`src/rtl/cp0_unit_pkg.sv`:
```
// Shared CP0 definitions: register numbers, Status/Cause bit positions,
// exception codes and reset/write-mask constants.
package cp0_unit_pkg;

    typedef enum logic [4:0] {
        REG_COUNT   = 5'd9,
        REG_COMPARE = 5'd11,
        REG_STATUS  = 5'd12,
        REG_CAUSE   = 5'd13,
        REG_EPC     = 5'd14,
        REG_PRID    = 5'd15,
        REG_CONFIG  = 5'd16
    } cp0_reg_e;

    typedef enum logic [4:0] {
        EXC_INT  = 5'h00,
        EXC_ADEL = 5'h04,
        EXC_ADES = 5'h05,
        EXC_SYS  = 5'h08,
        EXC_BP   = 5'h09,
        EXC_RI   = 5'h0A,
        EXC_OV   = 5'h0C
    } exc_code_e;

    localparam int STATUS_IE       = 0;
    localparam int STATUS_EXL      = 1;
    localparam int STATUS_IM_LSB   = 8;
    localparam int CAUSE_EXC_LSB   = 2;
    localparam int CAUSE_IP_LSB    = 8;
    localparam int CAUSE_HW_IP_LSB = 10;
    localparam int CAUSE_WP        = 22;
    localparam int CAUSE_IV        = 23;
    localparam int CAUSE_BD        = 31;

    localparam logic [31:0] STATUS_RST   = 32'h1000_0000;
    localparam logic [31:0] STATUS_WMASK = 32'hF3FF_FFFF;
    localparam logic [31:0] CAUSE_WMASK  = 32'h00C0_0300;

    function automatic logic [31:0] merge_bits(input logic [31:0] old_val,
                                               input logic [31:0] new_val,
                                               input logic [31:0] mask);
        return (old_val & ~mask) | (new_val & mask);
    endfunction

endpackage

```
`src/rtl/cp0_unit_if.sv`:
```
// Pipeline-to-CP0 bus: register access plus exception/ERET commit strobes.
interface cp0_unit_if;
    logic        we_i;
    logic [4:0]  waddr_i;
    logic [31:0] wdata_i;
    logic [4:0]  raddr_i;
    logic [31:0] rdata_o;
    logic        exc_valid_i;
    logic [4:0]  exc_code_i;
    logic [31:0] exc_pc_i;
    logic        exc_bd_i;
    logic        eret_i;

    modport master (
        output we_i, waddr_i, wdata_i, raddr_i,
        output exc_valid_i, exc_code_i, exc_pc_i, exc_bd_i, eret_i,
        input  rdata_o
    );

    modport slave (
        input  we_i, waddr_i, wdata_i, raddr_i,
        input  exc_valid_i, exc_code_i, exc_pc_i, exc_bd_i, eret_i,
        output rdata_o
    );
endinterface

```
`src/rtl/cp0_timer.sv`:
```
// Count/Compare timer with prescaler and sticky timer interrupt flag.
module cp0_timer #(
    parameter int COUNT_DIV = 1
) (
    input  logic        clk,
    input  logic        rst,
    input  logic        count_we,
    input  logic        compare_we,
    input  logic [31:0] wdata,
    output logic [31:0] count,
    output logic [31:0] compare,
    output logic        timer_int
);

    logic [4:0] presc;

    // NOTE: sequential state uses non-blocking assignments so every register
    // samples pre-edge values regardless of statement order.
    always_ff @(posedge clk or negedge rst) begin
        if (!rst) begin
            count     <= '0;
            compare   <= '0;
            presc     <= '0;
            timer_int <= 1'b0;
        end else begin
            if (count_we) begin
                count <= wdata;
                presc <= '0;
            end else if (presc == 5'(COUNT_DIV - 1)) begin
                count <= count + 32'd1;
                presc <= '0;
            end else begin
                presc <= presc + 5'd1;
            end

            // A Compare write acknowledges the interrupt and beats a coincident match.
            if (compare_we) begin
                compare   <= wdata;
                timer_int <= 1'b0;
            end else if (count == compare && compare != '0) begin
                timer_int <= 1'b1;
            end
        end
    end

endmodule

```
`src/rtl/cp0_unit.sv`:
```
// CP0 system control coprocessor: Status, Cause, EPC, PRId, Config, read
// forwarding, exception/ERET commit and interrupt request generation.
module cp0_unit
    import cp0_unit_pkg::*;
#(
    parameter int          NUM_HW_INT     = 6,
    parameter int          TIMER_IRQ_LINE = 5,
    parameter int          COUNT_DIV      = 1,
    parameter logic [31:0] PRID_VAL       = 32'h004C0102,
    parameter logic [31:0] CONFIG_VAL     = 32'h00008000
) (
    input  logic                  clk,
    input  logic                  rst,
    cp0_unit_if.slave             bus,
    input  logic [NUM_HW_INT-1:0] int_i,
    output logic [31:0]           count_o,
    output logic [31:0]           compare_o,
    output logic [31:0]           status_o,
    output logic [31:0]           cause_o,
    output logic [31:0]           epc_o,
    output logic                  timer_int_o,
    output logic                  int_req_o
);

    logic [31:0] status_q, cause_q, epc_q;
    logic [5:0]  hw_ip;
    logic [31:0] rd_val;
    logic        wr_count, wr_compare, wr_status, wr_cause, wr_epc;

    assign wr_count   = bus.we_i && (bus.waddr_i == REG_COUNT);
    assign wr_compare = bus.we_i && (bus.waddr_i == REG_COMPARE);
    assign wr_status  = bus.we_i && (bus.waddr_i == REG_STATUS);
    assign wr_cause   = bus.we_i && (bus.waddr_i == REG_CAUSE);
    assign wr_epc     = bus.we_i && (bus.waddr_i == REG_EPC);

    cp0_timer #(.COUNT_DIV(COUNT_DIV)) u_timer (
        .clk        (clk),
        .rst        (rst),
        .count_we   (wr_count),
        .compare_we (wr_compare),
        .wdata      (bus.wdata_i),
        .count      (count_o),
        .compare    (compare_o),
        .timer_int  (timer_int_o)
    );

    // NOTE: every combinational output gets a default first so no latch is inferred.
    always_comb begin
        hw_ip                 = '0;
        hw_ip[NUM_HW_INT-1:0] = int_i;
        hw_ip[TIMER_IRQ_LINE] = hw_ip[TIMER_IRQ_LINE] | timer_int_o;
    end

    // Hardware IP bits are live; cause_q holds only the software-visible fields.
    assign cause_o  = cause_q | {16'd0, hw_ip, 10'd0};
    assign status_o = status_q;
    assign epc_o    = epc_q;

    // Field priority is exception > ERET > software write, so later NBAs win.
    always_ff @(posedge clk or negedge rst) begin
        if (!rst) begin
            status_q  <= STATUS_RST;
            cause_q   <= '0;
            epc_q     <= '0;
            int_req_o <= 1'b0;
        end else begin
            if (wr_status) status_q <= bus.wdata_i & STATUS_WMASK;
            if (wr_cause)  cause_q  <= merge_bits(cause_q, bus.wdata_i, CAUSE_WMASK);
            if (wr_epc)    epc_q    <= bus.wdata_i;

            if (bus.exc_valid_i) begin
                cause_q[CAUSE_EXC_LSB +: 5] <= bus.exc_code_i;
                if (!status_q[STATUS_EXL]) begin
                    status_q[STATUS_EXL] <= 1'b1;
                    cause_q[CAUSE_BD]    <= bus.exc_bd_i;
                    epc_q <= bus.exc_bd_i ? bus.exc_pc_i - 32'd4 : bus.exc_pc_i;
                end
            end else if (bus.eret_i) begin
                status_q[STATUS_EXL] <= 1'b0;
            end

            int_req_o <= status_q[STATUS_IE] & ~status_q[STATUS_EXL] &
                         (|(cause_o[CAUSE_IP_LSB +: 8] & status_q[STATUS_IM_LSB +: 8]));
        end
    end

    always_comb begin
        rd_val = '0;
        case (bus.raddr_i)
            REG_COUNT:   rd_val = count_o;
            REG_COMPARE: rd_val = compare_o;
            REG_STATUS:  rd_val = status_q;
            REG_CAUSE:   rd_val = cause_o;
            REG_EPC:     rd_val = epc_q;
            REG_PRID:    rd_val = PRID_VAL;
            REG_CONFIG:  rd_val = CONFIG_VAL;
            default:     rd_val = '0;
        endcase
        // Same-cycle write to the register being read is forwarded.
        if (bus.we_i && bus.waddr_i == bus.raddr_i) begin
            case (bus.waddr_i)
                REG_COUNT, REG_COMPARE, REG_EPC: rd_val = bus.wdata_i;
                REG_STATUS: rd_val = bus.wdata_i & STATUS_WMASK;
                REG_CAUSE:  rd_val = merge_bits(cause_o, bus.wdata_i, CAUSE_WMASK);
                default:    ;
            endcase
        end
    end

    assign bus.rdata_o = rd_val;

endmodule

```
`src/flat_wrapper.sv`:
```
// flat-port wrapper written by rule: the top's interface ports become plain ports
module cp0_unit_flat import cp0_unit_pkg::*;
#(
    parameter int          NUM_HW_INT     = 6,
    parameter int          TIMER_IRQ_LINE = 5,
    parameter int          COUNT_DIV      = 1,
    parameter logic [31:0] PRID_VAL       = 32'h004C0102,
    parameter logic [31:0] CONFIG_VAL     = 32'h00008000
)
  (clk, rst, int_i, count_o, compare_o, status_o, cause_o, epc_o, timer_int_o, int_req_o, bus_we_i, bus_waddr_i, bus_wdata_i, bus_raddr_i, bus_exc_valid_i, bus_exc_code_i, bus_exc_pc_i, bus_exc_bd_i, bus_eret_i, bus_rdata_o);
  cp0_unit_if bus_i ();
  input  logic clk;
  input  logic rst;
  input  logic [NUM_HW_INT-1:0] int_i;
  output logic [31:0] count_o;
  output logic [31:0] compare_o;
  output logic [31:0] status_o;
  output logic [31:0] cause_o;
  output logic [31:0] epc_o;
  output logic timer_int_o;
  output logic int_req_o;
  input wire logic [$bits(bus_i.we_i)-1:0] bus_we_i;
  input wire logic [$bits(bus_i.waddr_i)-1:0] bus_waddr_i;
  input wire logic [$bits(bus_i.wdata_i)-1:0] bus_wdata_i;
  input wire logic [$bits(bus_i.raddr_i)-1:0] bus_raddr_i;
  input wire logic [$bits(bus_i.exc_valid_i)-1:0] bus_exc_valid_i;
  input wire logic [$bits(bus_i.exc_code_i)-1:0] bus_exc_code_i;
  input wire logic [$bits(bus_i.exc_pc_i)-1:0] bus_exc_pc_i;
  input wire logic [$bits(bus_i.exc_bd_i)-1:0] bus_exc_bd_i;
  input wire logic [$bits(bus_i.eret_i)-1:0] bus_eret_i;
  output wire logic [$bits(bus_i.rdata_o)-1:0] bus_rdata_o;
  assign bus_i.we_i = bus_we_i;
  assign bus_i.waddr_i = bus_waddr_i;
  assign bus_i.wdata_i = bus_wdata_i;
  assign bus_i.raddr_i = bus_raddr_i;
  assign bus_i.exc_valid_i = bus_exc_valid_i;
  assign bus_i.exc_code_i = bus_exc_code_i;
  assign bus_i.exc_pc_i = bus_exc_pc_i;
  assign bus_i.exc_bd_i = bus_exc_bd_i;
  assign bus_i.eret_i = bus_eret_i;
  assign bus_rdata_o = bus_i.rdata_o;
  cp0_unit #(.NUM_HW_INT(NUM_HW_INT), .TIMER_IRQ_LINE(TIMER_IRQ_LINE), .COUNT_DIV(COUNT_DIV), .PRID_VAL(PRID_VAL), .CONFIG_VAL(CONFIG_VAL)) u_core (.clk(clk), .rst(rst), .bus(bus_i), .int_i(int_i), .count_o(count_o), .compare_o(compare_o), .status_o(status_o), .cause_o(cause_o), .epc_o(epc_o), .timer_int_o(timer_int_o), .int_req_o(int_req_o));
endmodule
```
`config.mk`:
```
export PLATFORM = sky130hd
export DESIGN_NAME = cp0_unit_flat
export DESIGN_NICKNAME = d
export VERILOG_FILES = /design/src/rtl/cp0_unit_pkg.sv /design/src/rtl/cp0_unit_if.sv /design/src/rtl/cp0_timer.sv /design/src/rtl/cp0_unit.sv /design/src/flat_wrapper.sv
export SDC_FILE = /design/constraint.sdc
export NUM_CORES = 1
export LEC_CHECK = 0
export BUFFER_PORTS_ARGS = -buffer_cell sky130_fd_sc_hd__buf_2
export CAP_MARGIN = 20
export CORE_MARGIN = 5
export CORE_UTILIZATION = 45
export CTS_BUF_LIST = sky130_fd_sc_hd__clkbuf_4 sky130_fd_sc_hd__clkbuf_8
export CTS_CLUSTER_DIAMETER = 80
export DETAILED_ROUTE_END_ITERATION = 12
export MAX_ROUTING_LAYER = met4
export PLACE_DENSITY = 0.75
export SLEW_MARGIN = 20
export SYNTH_ARGS = -nofsm -noshare
export SYNTH_HDL_FRONTEND = slang
export SYNTH_HIERARCHICAL = 1
export SYNTH_SLANG_ARGS = --single-unit
```
`constraint.sdc`:
```
create_clock -name clk -period 2.55 [get_ports clk]
set_input_delay 0.1275 -clock clk [delete_from_list [all_inputs] [get_ports clk]]
set_output_delay 0.1275 -clock clk [all_outputs]
set_load 0.03 [all_outputs]
```
Word level (Yosys, flattened, before mapping)
Index checks and enable logic that the tools add are counted.
{"block": "totals", "in_bits": 91, "output_inout_bits": 194, "register_bits": 165}
{"block": "op_classes", "bitwise_logic": 8, "addsub": 3, "eq_ne": 14, "n_reduce_logical": 14, "mux": 21}
{"operator": "$mux 32", "n": 8}
{"operator": "$pmux 32 s7", "n": 1}
{"operator": "$pmux 32 s3", "n": 1}
{"operator": "$or 32x24->32", "n": 2}
{"operator": "$eq 5x4->1 const B", "n": 11}
{"operator": "$add 32x1->32 const B", "n": 1}
{"operator": "$eq 32x32->1", "n": 1}
{"operator": "$or 32x16->32", "n": 1}
{"operator": "$reduce_bool 32->1", "n": 1}
{"operator": "$sub 32x3->32 const B", "n": 1}
{"operator": "$mux 5", "n": 3}
{"operator": "$and 8x8->8", "n": 1}
{"operator": "$reduce_or 8->1", "n": 1}
{"operator": "$logic_and 1x1->1", "n": 7}
{"operator": "$mux 1", "n": 7}
{"operator": "$reduce_bool 2->1", "n": 3}
{"operator": "$add 5x1->5 const B", "n": 1}
{"operator": "$eq 5x5->1", "n": 1}
{"operator": "$eq 5x5->1 const B", "n": 1}
{"operator": "$logic_not 5->1", "n": 1}
{"operator": "$reduce_or 3->1", "n": 1}
{"operator": "$and 1x1->1", "n": 2}
{"operator": "$mux 2", "n": 1}
{"operator": "$not 1->1", "n": 1}
{"operator": "$or 1x1->1", "n": 1}

Logic depth before layout (Yosys ltp)
{"block": "depth", "word_depth": 5, "ltp_mapped": 9, "ltp_nobuf": 6}

Cells and area by module
Netlist, hierarchy kept.
{"mod": "cp0_unit", "n_inst": 1, "cells_per_inst": 549, "area_per_inst_um2": 5347.6}
{"mod": "cp0_timer", "n_inst": 1, "cells_per_inst": 361, "area_per_inst_um2": 3699.8}

Worst setup path after synthesis
Ideal clock, no wire load.
{"block": "synth_timing", "path_kind": "register to register", "start": "register u_core.u_timer.presc[0]", "end": "register u_core.u_timer.count[26]", "stages_incl_launch_ff": 9, "setup_time_ps": 82, "arrival_ps": 2478, "slack_ps": -9, "period_less_slack_ps": 2559, "path_cell_list": "dfrtp_1 -> inv_1 -> ha_1 -> or4b_1 -> buf_2 -> or4_4 -> buf_6 -> or4_1 -> a31oi_1"}
{"block": "synth_between", "elab_chain_len": 2}
{"element": "start: declaration", "line": "cp0_timer.sv:15", "source": "logic [4:0] presc;"}
{"element": "start signal: assignment", "line": "cp0_timer.sv:33", "source": "presc <= presc + 5'd1;"}
{"element": "$logic_not 5->1", "line": "cp0_timer.sv:29", "source": "end else if (presc == 5'(COUNT_DIV - 1)) begin"}
{"element": "$reduce_bool 2->1 (no source line)"}
{"element": "end signal: assignment", "line": "cp0_timer.sv:27", "source": "count <= wdata;"}
{"element": "end signal: assignment", "line": "cp0_timer.sv:30", "source": "count <= count + 32'd1;"}
{"element": "end: declaration", "line": "cp0_timer.sv:10", "source": "output logic [31:0] count,"}
Every way passes these cells.
A chain may end at the register's enable or synchronous reset.

Worst setup path after layout
Ends and elaborated chain as after synthesis.

==> flow_summary.json <==
{
  "status": "finished, final reports clean",
  "ys_warn_count": 6,
  "dp_hpwl_um": 26640,
  "antenna_found_initial": 3,
  "critPathKind": "reg -> reg",
  "final_cell_mix": "buf_2, dfrtp_1, nand2_1, mux2_2, dlygate4sd3_1",
  "routedLengthMet1_um": 13750,
  "yosys.area_share.simple": 0.1723,
  "clkLatencyLatePin_ps": 460,
  "routabilityCongestion": 1.015,
  "cts_buffers": 17,
  "yosysSeqAreaShare": 0.3957,
  "power_leakage_nw": 5.174,
  "switching_share": 0.4501,
  "min_path_type": "in -> reg",
  "worstSetupEndpointType": "flop",
  "muxShareOfSynthArea": 0.1513,
  "synth_xor_xnor_area_share": 0.07648,
  "core_mm2": 0.01965,
  "cp.arrival_ps": 2900,
  "crit_path_start_kind": "flop",
  "wl_met3_um": 3858,
  "async_reset_ff_frac": 1.000,
  "dpl_cell_area_mm2": 0.01071,
  "h-tree-depth": 4,
  "whs_path_depth": 4,
  "via_count": 9109,
  "syn_to_final_growth_pct": 30.15,
  "grt_pass1_vias": 8762,
  "cts_num_sinks": 143,
  "dieArea_mm2": 0.02304,
  "synth_area_mm2": 0.009047,
  "syn_area_per_cell_um2": 9.942,
  "total_power_mw": 9.340,
  "rsz0062_at_grt": "yes",
  "clock_skew_ps": 14.12,
  "finalCritPeriodShare": 0.9891,
  "cp_max_fo": 6,
  "routed_wl_um": 35730,
  "synth-edff-count": 0,
  "drt_iter0_markers": 950,
  "pre_cts_ws_ps": -17.82,
  "io_buffers": 266,
  "dr_wl_met2_um": 16610,
  "setup_viol": 0,
  "track_usage": 0.3110,
  "critPathRequiredTime_ps": 2930,
  "worst_pin_slew_ps": 794.0,
  "hold-worst-slack_ps": 31.40,
  "maxSlewViolCount": 0,
  "timing.fmax_mhz": 396.5,
  "ir_worst_vdd_mv": 0.3219,
  "drtPass1Iterations": 6,
  "final_antenna_net_count": 0,
  "wl_per_cell_um": 23.65,
  "routed.top_layer": "met4",
  "p_seq_frac": 0.381,
  "via_per_inst": 6.028,
  "cts_tree": "built",
  "fp-row-count": 51,
  "power_frac_comb": 0.403,
  "drcViolationCount": 0,
  "clk_path_buf_depth": 2,
  "grt_max_degree": 52,
  "root_buffer": "clkbuf_8",
  "initial_core_util": 0.4603,
  "fin_crit_ps": 2522,
  "synth_top_family_by_area": "simple AND/OR/NAND/NOR gates",
  "fin_ws_ps": 27.78,
  "fin_area_mm2": 0.01178,
  "synth_cells": 910,
  "hold_violations": 0,
  "nets": 1325,
  "fp.dieW_um": 151.8,
  "synth_flop_cell": "dfrtp_1",
  "synth_seq_cells": 143,
  "ff2ff_path_depth": 6,
  "final_common_cell": "buf_2",
  "internal_power_mw": 5.136,
  "ios": 285,
  "yosys.area_share.adder": 0.005532,
  "synth-compound-area-share": 0.1438,
  "grt_overflow_total": 0,
  "clkPwrFrac": 0.216,
  "slew-limit-headroom": 0.4687,
  "dp_cells": 1416,
  "grt_pass1_wl_um": 52160,
  "powerDensity_mw_per_mm2": 793.2,
  "die_h_um": 151.8,
  "drive_above_1_share": 0.3588,
  "drv_cap": 0,
  "p_sw_mw": 4.204,
  "ys_types": 65,
  "stdcell_count": 1511,
  "clk_pin_slew_ps": 90
}
[registers in the layout (all words and copies together) (netlist names)]
name / cells
u_core/u_timer/presc: 5
u_core/u_timer/count: 32
u_core/epc_o: 32
u_core/u_timer/compare: 32
u_core/cause_q: 10
u_core/status_o: 30
u_core/int_req_o: 1
u_core/u_timer/timer_int: 1
[path summary, 6_finish.rpt]
| check | from | to | slack (ps) |
|---|---|---|---|
| max | u_core/u_timer/presc[0] | u_core/u_timer/count[26] | 30 |
| min | bus_exc_pc_i[5] | u_core/epc_o[5] | 30 |
| max reg2reg | u_core/u_timer/presc[0] | u_core/u_timer/count[26] | 30 |
| min reg2reg | u_core/status_o[16] | u_core/status_o[16] | 540 |
| max in group asynchronous | rst | u_core/u_timer/count[18] | 1620 |
| min in group asynchronous | rst | u_core/epc_o[24] | 190 |
[logic make-up after synthesis]
| kind of cell | Yosys count |
|---|---|
| adders and majority gates | 4 |
| other | 1 |
| buffers and inverters | 96 |
| DFF | 143 |
| AOI/OAI and AO/OA | 187 |
| xor gates and xnor gates | 79 |
| muxes | 128 |
| and+or+nand+nor | 272 |
[power by group through the flow]
stage | sequential [mW] | combinational [mW] | clock [mW]
finish | 3.56 | 3.76 | 2.02
floorplan | 4.34 | 1.30 | 0
global route | 3.61 | 3.99 | 2.15
detailed placement | 3.55 | 3.61 | 0
CTS | 3.51 | 3.70 | 2.04
global placement | 3.54 | 3.55 | 0
[worst max-delay path, stage by stage, from the launching register on]
cell	delay [ps]
dfrtp_1	390
inv_1	60
ha_2	170
or4b_4	520
or4_4	620
or4_1	530
a31oi_1	150
[synth_stat cells, types with 10 or more instances]
master / count / area share
buf_4: 24 / 0.020
clkbuf_1: 36 / 0.015
inv_1: 14 / 0.0058
a22oi_1: 28 / 0.023
mux2_2: 70 / 0.087
nand4_1: 14 / 0.0097
or4_1: 15 / 0.012
a221oi_1: 14 / 0.014
buf_2: 16 / 0.0089
a221o_1: 12 / 0.013
mux2i_1: 58 / 0.064
a21oi_1: 12 / 0.0066
a31oi_1: 29 / 0.020
o21ai_0: 39 / 0.022
or3_1: 10 / 0.0069
nand3_1: 18 / 0.010
nand2_1: 75 / 0.031
nor3_1: 21 / 0.012
xnor2_1: 36 / 0.035
nor2_1: 44 / 0.018
a22o_1: 13 / 0.013
xor2_1: 43 / 0.042
dfrtp_1: 142 / 0.39
nor4_1: 22 / 0.015
o31ai_1: 12 / 0.010
[layer usage]
layer | GRT usage | vias up
li1 | - | 4006
met1 | 0.4020 | 4445
met2 | 0.4629 | 562
met3 | 0.08180 | 96
met4 | 0.1348 | 0
met5 | - | -
[per-stage QoR]
step	setup TNS, ps	util
6_report	0	0.5991
5_1_grt	-58.01	0.5991
4_1_cts	0	0.5964
3_5_place_dp	-29.01	0.5449
3_3_place_gp	0	0.5449
2_1_floorplan	0	-
[layout make-up]
cell class,count,area [um^2]
flip-flops and latches,143,3580
clock buffers,19,261.5
fillers,1742,7879
inverters,14,52.55
clock inverters,13,173.9
well taps,265,331.6
multi-input cells,690,5110
repair buffers,364,2258
diodes,3,7.507
[timing repair]
item                                    4_1_cts  5_1_grt
setup buffers                                 0        0
pin swaps                                     0       12
endpoints found under the setup margin        5       14
endpoints found under the hold margin       118        2
gates resized for setup                       2        6
gates cloned                                  0        2
hold buffers                                 57        2
Note: power is estimated with default switching activity, not from simulation.
